`src/rtl/tlb_op_ctrl_pkg.sv`:
```
// Shared defines for the TLB instruction controller: CP0 field layout,
// TLB index width, op_type codes and FSM state encodings.
package tlb_op_ctrl_pkg;

  // CP0 register layout
  localparam int unsigned CP0_W          = 32;
  localparam int unsigned CP0_VPN2_LSB   = 13;
  localparam int unsigned CP0_ASID_W     = 8;
  localparam int unsigned CP0_PFN_FLAGS_W = 26;

  // TLB geometry
  localparam int unsigned TLB_IDX_W = 4;

  // op_type codes
  localparam logic [1:0] OP_TLBP  = 2'b00;
  localparam logic [1:0] OP_TLBR  = 2'b01;
  localparam logic [1:0] OP_TLBWI = 2'b10;
  localparam logic [1:0] OP_TLBWR = 2'b11;

  // FSM state encodings
  localparam logic [2:0] ST_IDLE    = 3'd0;
  localparam logic [2:0] ST_ACCESS  = 3'd1;
  localparam logic [2:0] ST_CAPTURE = 3'd2;
  localparam logic [2:0] ST_WRITE   = 3'd3;
  localparam logic [2:0] ST_DONE    = 3'd4;

  // Snapshot of the CP0 entry registers taken at accept
  typedef struct packed {
    logic [CP0_W-1:0] entryhi;
    logic [CP0_W-1:0] entrylo0;
    logic [CP0_W-1:0] entrylo1;
  } tlb_entry_t;

  // EntryHi as seen by software after TLBR: VPN2 and ASID only
  function automatic logic [CP0_W-1:0] mask_entryhi(input logic [CP0_W-1:0] hi);
    return {hi[CP0_W-1:CP0_VPN2_LSB], (CP0_VPN2_LSB - CP0_ASID_W)'(0), hi[CP0_ASID_W-1:0]};
  endfunction

  // EntryLo as seen by software after TLBR: PFN and flags only
  function automatic logic [CP0_W-1:0] mask_entrylo(input logic [CP0_W-1:0] lo);
    return {(CP0_W - CP0_PFN_FLAGS_W)'(0), lo[CP0_PFN_FLAGS_W-1:0]};
  endfunction

endpackage

```
`src/rtl/tlb_random_cnt.sv`:
```
// Free-running Random register for TLBWR victim selection.
// Resets to all ones and decrements every cycle, wrapping 0 -> max.
//   clk, rst : clock, async active-high reset
//   count    : current random index
module tlb_random_cnt #(
  parameter int unsigned CNT_W = tlb_op_ctrl_pkg::TLB_IDX_W
) (
  input  logic             clk,
  input  logic             rst,
  output logic [CNT_W-1:0] count
);

  always_ff @(posedge clk or posedge rst) begin
    if (rst) count <= '1;
    else     count <= count - CNT_W'(1);
  end

endmodule

```
`src/rtl/tlb_op_ctrl.sv`:
```
// TLB instruction controller: sequences TLBP/TLBR/TLBWI/TLBWR at commit,
// drives the TLB search/read/write ports and returns CP0 results.
//   op_valid/op_type/flush : instruction at commit and pipeline kill
//   cp0_*                  : current CP0 Index/EntryHi/EntryLo0/EntryLo1
//   s_* / r_*              : TLB search and read ports (1-cycle latency)
//   tlb_we / w_*           : TLB write port
//   stall / done           : pipeline hold and completion pulse
//   res_*                  : CP0 write-back results and enables
// Macro TLB_OP_CTRL_TLBWR_EN enables the Random counter and TLBWR writes;
// without it TLBWR completes immediately without touching the TLB.
module tlb_op_ctrl #(
  parameter int unsigned TLB_IDX_W = tlb_op_ctrl_pkg::TLB_IDX_W
) (
  input  logic                 clk,
  input  logic                 rst,
  input  logic                 op_valid,
  input  logic [1:0]           op_type,
  input  logic                 flush,
  input  logic [31:0]          cp0_index,
  input  logic [31:0]          cp0_entryhi,
  input  logic [31:0]          cp0_entrylo0,
  input  logic [31:0]          cp0_entrylo1,
  output logic [18:0]          s_vpn2,
  output logic [7:0]           s_asid,
  input  logic                 s_found,
  input  logic [TLB_IDX_W-1:0] s_index,
  output logic [TLB_IDX_W-1:0] r_index,
  input  logic [31:0]          r_entryhi,
  input  logic [31:0]          r_entrylo0,
  input  logic [31:0]          r_entrylo1,
  output logic                 tlb_we,
  output logic [TLB_IDX_W-1:0] w_index,
  output logic [31:0]          w_entryhi,
  output logic [31:0]          w_entrylo0,
  output logic [31:0]          w_entrylo1,
  output logic                 stall,
  output logic                 done,
  output logic                 res_we_index,
  output logic                 res_we_entry,
  output logic [31:0]          res_index,
  output logic [31:0]          res_entryhi,
  output logic [31:0]          res_entrylo0,
  output logic [31:0]          res_entrylo1
);
  import tlb_op_ctrl_pkg::*;

  localparam int unsigned RES_PAD_W = CP0_W - 1 - TLB_IDX_W;

  logic [2:0]           state_q, state_d;
  logic [1:0]           snap_op_q;
  logic [CP0_W-1:0]     snap_index_q;
  tlb_entry_t           snap_q;
  logic [TLB_IDX_W-1:0] wr_index_c;
  logic                 accept_c;
  logic                 done_d, tlb_we_d, res_we_index_d, res_we_entry_d;
  logic                 unused_index_hi;

  // flush wins over a new instruction
  assign accept_c = (state_q == ST_IDLE) && op_valid && !flush;

`ifdef TLB_OP_CTRL_TLBWR_EN
  logic [TLB_IDX_W-1:0] rand_cnt;

  tlb_random_cnt #(.CNT_W(TLB_IDX_W)) u_random_cnt (
    .clk   (clk),
    .rst   (rst),
    .count (rand_cnt)
  );

  assign wr_index_c = (snap_op_q == OP_TLBWR) ? rand_cnt : snap_index_q[TLB_IDX_W-1:0];
`else
  assign wr_index_c = snap_index_q[TLB_IDX_W-1:0];
`endif

  // Next state and registered-output enables
  always_comb begin
    state_d        = state_q;
    done_d         = 1'b0;
    tlb_we_d       = 1'b0;
    res_we_index_d = 1'b0;
    res_we_entry_d = 1'b0;
    case (state_q)
      ST_IDLE: begin
        if (accept_c) begin
          case (op_type)
            OP_TLBP, OP_TLBR: state_d = ST_ACCESS;
            OP_TLBWI:         state_d = ST_WRITE;
            OP_TLBWR: begin
`ifdef TLB_OP_CTRL_TLBWR_EN
              state_d = ST_WRITE;
`else
              state_d = ST_DONE;
              done_d  = 1'b1;
`endif
            end
            default:          state_d = ST_IDLE;
          endcase
        end
      end
      ST_ACCESS: state_d = flush ? ST_IDLE : ST_CAPTURE;
      ST_CAPTURE: begin
        if (flush) begin
          state_d = ST_IDLE;
        end else begin
          state_d        = ST_DONE;
          done_d         = 1'b1;
          res_we_index_d = (snap_op_q == OP_TLBP);
          res_we_entry_d = (snap_op_q == OP_TLBR);
        end
      end
      ST_WRITE: begin
        if (flush) begin
          state_d = ST_IDLE;
        end else begin
          state_d  = ST_DONE;
          done_d   = 1'b1;
          tlb_we_d = 1'b1;
        end
      end
      ST_DONE: state_d = ST_IDLE;
      default: state_d = ST_IDLE;
    endcase
  end

  // State register
  always_ff @(posedge clk or posedge rst) begin
    if (rst) state_q <= ST_IDLE;
    else     state_q <= state_d;
  end

  // Snapshot, write port and result registers
  always_ff @(posedge clk or posedge rst) begin
    if (rst) begin
      snap_op_q    <= OP_TLBP;
      snap_index_q <= '0;
      snap_q       <= '0;
      done         <= 1'b0;
      tlb_we       <= 1'b0;
      w_index      <= '0;
      res_we_index <= 1'b0;
      res_we_entry <= 1'b0;
      res_index    <= '0;
      res_entryhi  <= '0;
      res_entrylo0 <= '0;
      res_entrylo1 <= '0;
    end else begin
      done         <= done_d;
      tlb_we       <= tlb_we_d;
      res_we_index <= res_we_index_d;
      res_we_entry <= res_we_entry_d;
      if (accept_c) begin
        snap_op_q    <= op_type;
        snap_index_q <= cp0_index;
        snap_q       <= '{entryhi: cp0_entryhi, entrylo0: cp0_entrylo0, entrylo1: cp0_entrylo1};
      end
      if (tlb_we_d) w_index <= wr_index_c;
      if (res_we_index_d) res_index <= {~s_found, {RES_PAD_W{1'b0}}, s_index};
      if (res_we_entry_d) begin
        res_entryhi  <= mask_entryhi(r_entryhi);
        res_entrylo0 <= mask_entrylo(r_entrylo0);
        res_entrylo1 <= mask_entrylo(r_entrylo1);
      end
    end
  end

  // Search/read/write ports come straight from the snapshot registers
  assign s_vpn2     = snap_q.entryhi[CP0_W-1:CP0_VPN2_LSB];
  assign s_asid     = snap_q.entryhi[CP0_ASID_W-1:0];
  assign r_index    = snap_index_q[TLB_IDX_W-1:0];
  assign w_entryhi  = snap_q.entryhi;
  assign w_entrylo0 = snap_q.entrylo0;
  assign w_entrylo1 = snap_q.entrylo1;

  assign stall = accept_c || (state_q == ST_ACCESS) || (state_q == ST_CAPTURE) ||
                 (state_q == ST_WRITE);

  // Index bits above the TLB size are kept in the snapshot but never used
  assign unused_index_hi = ^snap_index_q[CP0_W-1:TLB_IDX_W];

endmodule

```
`config.mk`:
```
export PLATFORM = sky130hd
export DESIGN_NAME = tlb_op_ctrl
export DESIGN_NICKNAME = d
export VERILOG_FILES = /design/src/rtl/tlb_op_ctrl_pkg.sv /design/src/rtl/tlb_random_cnt.sv /design/src/rtl/tlb_op_ctrl.sv
export SDC_FILE = /design/constraint.sdc
export NUM_CORES = 1
export LEC_CHECK = 0
export CAP_MARGIN = 20
export CORE_AREA = 10 10 188 190
export CTS_CLUSTER_DIAMETER = 50
export CTS_CLUSTER_SIZE = 8
export DETAILED_ROUTE_END_ITERATION = 7
export DIE_AREA = 0 0 198 200
export PLACE_DENSITY_LB_ADDON = 0.05
export SLEW_MARGIN = 20
export SYNTH_ARGS = -nofsm -noshare
export SYNTH_HDL_FRONTEND = slang
export SYNTH_SLANG_ARGS = --single-unit
```
`constraint.sdc`:
```
create_clock -name clk -period 10.6 [get_ports clk]
set_input_delay 3.18 -clock clk [delete_from_list [all_inputs] [get_ports clk]]
set_output_delay 3.18 -clock clk [all_outputs]
set_load 0.02 [all_outputs]
```
# Word-level counts from Yosys, hierarchy flattened

Index checks and enable logic that the tools add are counted.

Equal/unequal tests: 8
Multiplexer cells: 14
Bitwise operators: 1
Reduce and logical (&&, ||, !) cells: 11

Operator list:

| cell                 | number |
|---|---|
| $pmux W3 S3          | 2 |
| $mux W1              | 8 |
| $eq A3 B2 Y1 const B | 2 |
| $mux W3              | 2 |
| $eq A2 B1 Y1 const B | 2 |
| $eq A2 B2 Y1 const B | 2 |
| $logic_not A2 Y1     | 2 |
| $reduce_or A2 Y1     | 2 |
| $eq A3 B1 Y1 const B | 1 |
| $logic_not A3 Y1     | 1 |
| $logic_or A1 B1 Y1   | 3 |
| $logic_and A1 B1 Y1  | 2 |
| $mux W2              | 1 |
| $ne A2 B2 Y1 const B | 1 |
| $pmux W1 S2          | 1 |
| $logic_not A1 Y1     | 1 |
| $not A1 Y1           | 1 |

Register bits after elaboration: 197
Bits of input ports: 235
Output and inout bits: 264

# Logic depth before layout (Yosys ltp)

Word-level depth: 6
Mapped depth: 5
Mapped depth without buffers: 3

# Worst setup path before layout

OpenSTA, ideal clock, no wires.

Kind: input -> output
From: in flush
To: out stall
Arrival time: 4,072 ps
Required time: 7,420 ps
Setup slack: 3,348 ps
Cell stages on the path: 5
Path through: nor3_2 nand3b_2 buf_4 buf_6 o21ai_0

Word-level cells in the longest chain between the ends: 5

Ends and longest elaborated chain:

| item                            | line               | RTL |
|---|---|---|
| start: declaration              | tlb_op_ctrl.sv:18  | `input logic flush,` |
| $logic_not A1 Y1                | tlb_op_ctrl.sv:59  | `assign accept_c = (state_q == ST_IDLE) && op_valid && !flush;` |
| $logic_and A1 B1 Y1             | tlb_op_ctrl.sv:59  |  |
| $logic_or A1 B1 Y1 (3 in a row) | tlb_op_ctrl.sv:174 | `assign stall = accept_c \|\| (state_q == ST_ACCESS) \|\| (state_q == ST_CAPTURE) \|\|` |
| end: declaration                | tlb_op_ctrl.sv:36  | `output logic stall,` |

No other way between the ends.

# Worst setup path in the final report

Same ends and word-level chain as after synthesis.

==> results.yml <==
logic_synthesis:
  synth-compound-area-share_pct: 0.404
  synth_top_family_by_area: "multiplexers"
  yosysSeqAreaShare_pct: 61.2
  netlist_instances: 499
  synth_top_area_share_pct: 61.2
  netlist_area_sq_um: 8060
  yosysUniqueCellTypes: 23
  synthMuxAreaShare_pct: 28.2
  synth_adder_area_share_pct: 0
  synth-xor-area-share_pct: 0
  synth.area.top_cells: "dfrtp_1 61%, mux2_2 21%, buf_4 6.7%, mux2_4 6.7%, buf_6 1.7%"
  yosys.area.top_type: "dfrtp_1"
  yosys_register_bits: 197
  synthSimpleGateAreaFrac_pct: 1.20
  syn_avg_cell_area_sq_um: 16.2
  yosysWarningCount: 0
worst_setup_path:
  critical_path_arrival_ps: 5360
  reg2reg_from: "state_q[0]"
  required_ps: 7420
  cp-start-kind: "input pin"
  setup.worst_path.start: "flush"
  crit_type: "in -> out"
  cp_max_fo: 43
  cp-end-kind: "primary output"
clock_network:
  cts_inserted_buffers: 17
  clk_latency_ps: 440
  htree_levels: 4
  ctsResizeCount: 0
  clk_pin_slew_worst_paths_ps: 70
  holdBufCountCts: 0
  cts.sink_count: 197
  cts_tree: "yes"
  cts_max_path_buffers: 2
  cts-root-buf: "clkbuf_16"
  cts_setup_buffers: 0
min_path:
  hp-start: "res_entryhi[24]"
  holdCritPathClass: "reg -> reg"
layout:
  layout_commonest_cell: "clkdlybuf4s50_1"
  mostFrequentLayoutCells: "409 x clkdlybuf4s50_1, 197 x dfrtp_1, 153 x mux2_2, 44 x conb_1, 36 x mux2_4"
  syn_to_final_growth_pct: 58.3
  fin_util_pct: 40.7
  drive_gt1_share_pct: 25.5
  finalNetCount: 1117
  fin_area_sq_um: 12800
global_routing:
  grt.total_usage_pct: 13.3
  grt_pass1_vias: 6200
  grt_pass1_wl_microns: 39500
  grt.overflow.total: 0
  grt_max_degree: 121
  antenna_found_initial: 5
die:
  initial_core_util_pct: 25.7
  die_w_microns: 198
  die_h_microns: 200
  die_area_sq_um: 39600
  core_sq_um: 31400
  rows: 65
  pin_count: 499
power:
  peakVddDrop_v: 0.0000975
  cellPowerDensity_nw_per_um2: 229
  leakagePower_nw: 5.64
  report.power.total_mw: 2.92
placement:
  postPlaceCellArea_sq_um: 12100
  gp_routability_congestion: 0.734
  io_buffers: 409
  dp_hpwl_microns: 21100
timing:
  hold_slack_ps: 502
  final-hold-violation-count: 0
  setup_viol: 0
  fmax_mhz: 117
  slew_violations: 0
  max_slew.worst_pin.slew_ps: 1060
  setup-tns-final_ps: 0
  rsz0062_at_grt: "no"
  finClkSkew_ps: 7.69
  finalCritPeriodShare_pct: 80.5
  max-slew-margin-rel_pct: 29.7
  period_needed_ps: 8540
routing:
  antenna_left: 0
  drt-initial-drc-count: 108
  first_pass_iters: 4
  vias_per_cell: 4.07
  vias: 5297
  drc_errors: 0
  wl_microns: 26900
  routedWlPerCell_microns: 20.7
job:
  maxCapViolCount: 0
status:
  outcome: "finished clean"
-- power by group --
group | internal [mW] | total (mW) | switching, mW | leakage [nW]
clock | 0.374 | 0.668 | 0.294 | 0.293
combinational | 0.624 | 1.18 | 0.555 | 2.90
sequential | 0.961 | 1.08 | 0.116 | 2.45
total | 1.96 | 2.92 | 0.965 | 5.64
-- cells in the mapped netlist --
cell / number
and3b_1: 1
buf_2: 6
mux2i_1: 1
inv_1: 4
buf_4: 72
nor2_1: 3
clkbuf_2: 1
a21oi_1: 1
nand3_4: 1
nor3_2: 1
mux2_2: 153
and2_1: 1
buf_6: 12
o21ai_0: 1
o21bai_1: 2
nand3b_1: 1
nand3b_2: 1
mux2_4: 36
dfrtp_1: 197
nand3_1: 1
nor3b_4: 1
o21a_1: 1
conb_1: 1
-- worst max-delay path, stage by stage --
cell and delay, ps:
clkdlybuf4s50_1 470, nor3_2 280, nand3b_4 510, o21ai_0 240
clkdlybuf4s50_1 670
-- stage by stage --
step / cells / setup slack, ps
floorplan: 542 / 2050
detailed placement: 1265 / 1980
CTS: 1297 / 1980
global placement: 1265 / 1920
finish: 1300 / 2060
global route: 1298 / 1920
-- area by class of cell --
cell class | count | area (sq um)
Fill cell | 2940 | 18600
Sequential cell | 197 | 4930
Timing Repair Buffer | 412 | 4120
Multi-Input combinational cell | 250 | 2580
Tap cell | 402 | 503
Clock buffer | 22 | 484
Clock inverter | 10 | 120
Inverter | 4 | 22.5
Antenna cell | 3 | 7.51
-- worst paths after layout --
path	endpoint	slack, ps	cells past startpoint
max	stall	2060	5
min	res_entryhi[24]	500	1
max reg2reg	w_entryhi[27]	8090	3
min reg2reg	res_entryhi[24]	500	1
max in group asynchronous	res_we_entry	6010	3
min in group asynchronous	res_entrylo1[20]	3320	2
-- per-layer routing --
layer  routed length (microns)  global-route usage [%]  vias up
li1                          -                       -     2363
met4                       372                    4.27        6
met1                      9050                    13.0     2666
met3                      3240                    7.67       24
met5                        45                       0        -
met2                     14200                    23.4      238
-- sequential cells by signal (all words and copies together) (netlist names), 2 cells and up --
signal        count
w_entryhi        32
w_entrylo0       32
w_entrylo1       32
res_entryhi      27
res_entrylo0     26
res_entrylo1     26
res_index         5
snap_index_q      4
w_index           4
state_q           3
snap_op_q         2
-- logic make-up after synthesis --
| family | after synthesis |
|---|---|
| compound gates | 5 |
| buf+inv | 95 |
| flops | 197 |
| mux | 190 |
| other cells | 1 |
| simple gates | 11 |
Note: power is estimated with default switching activity, not from simulation.
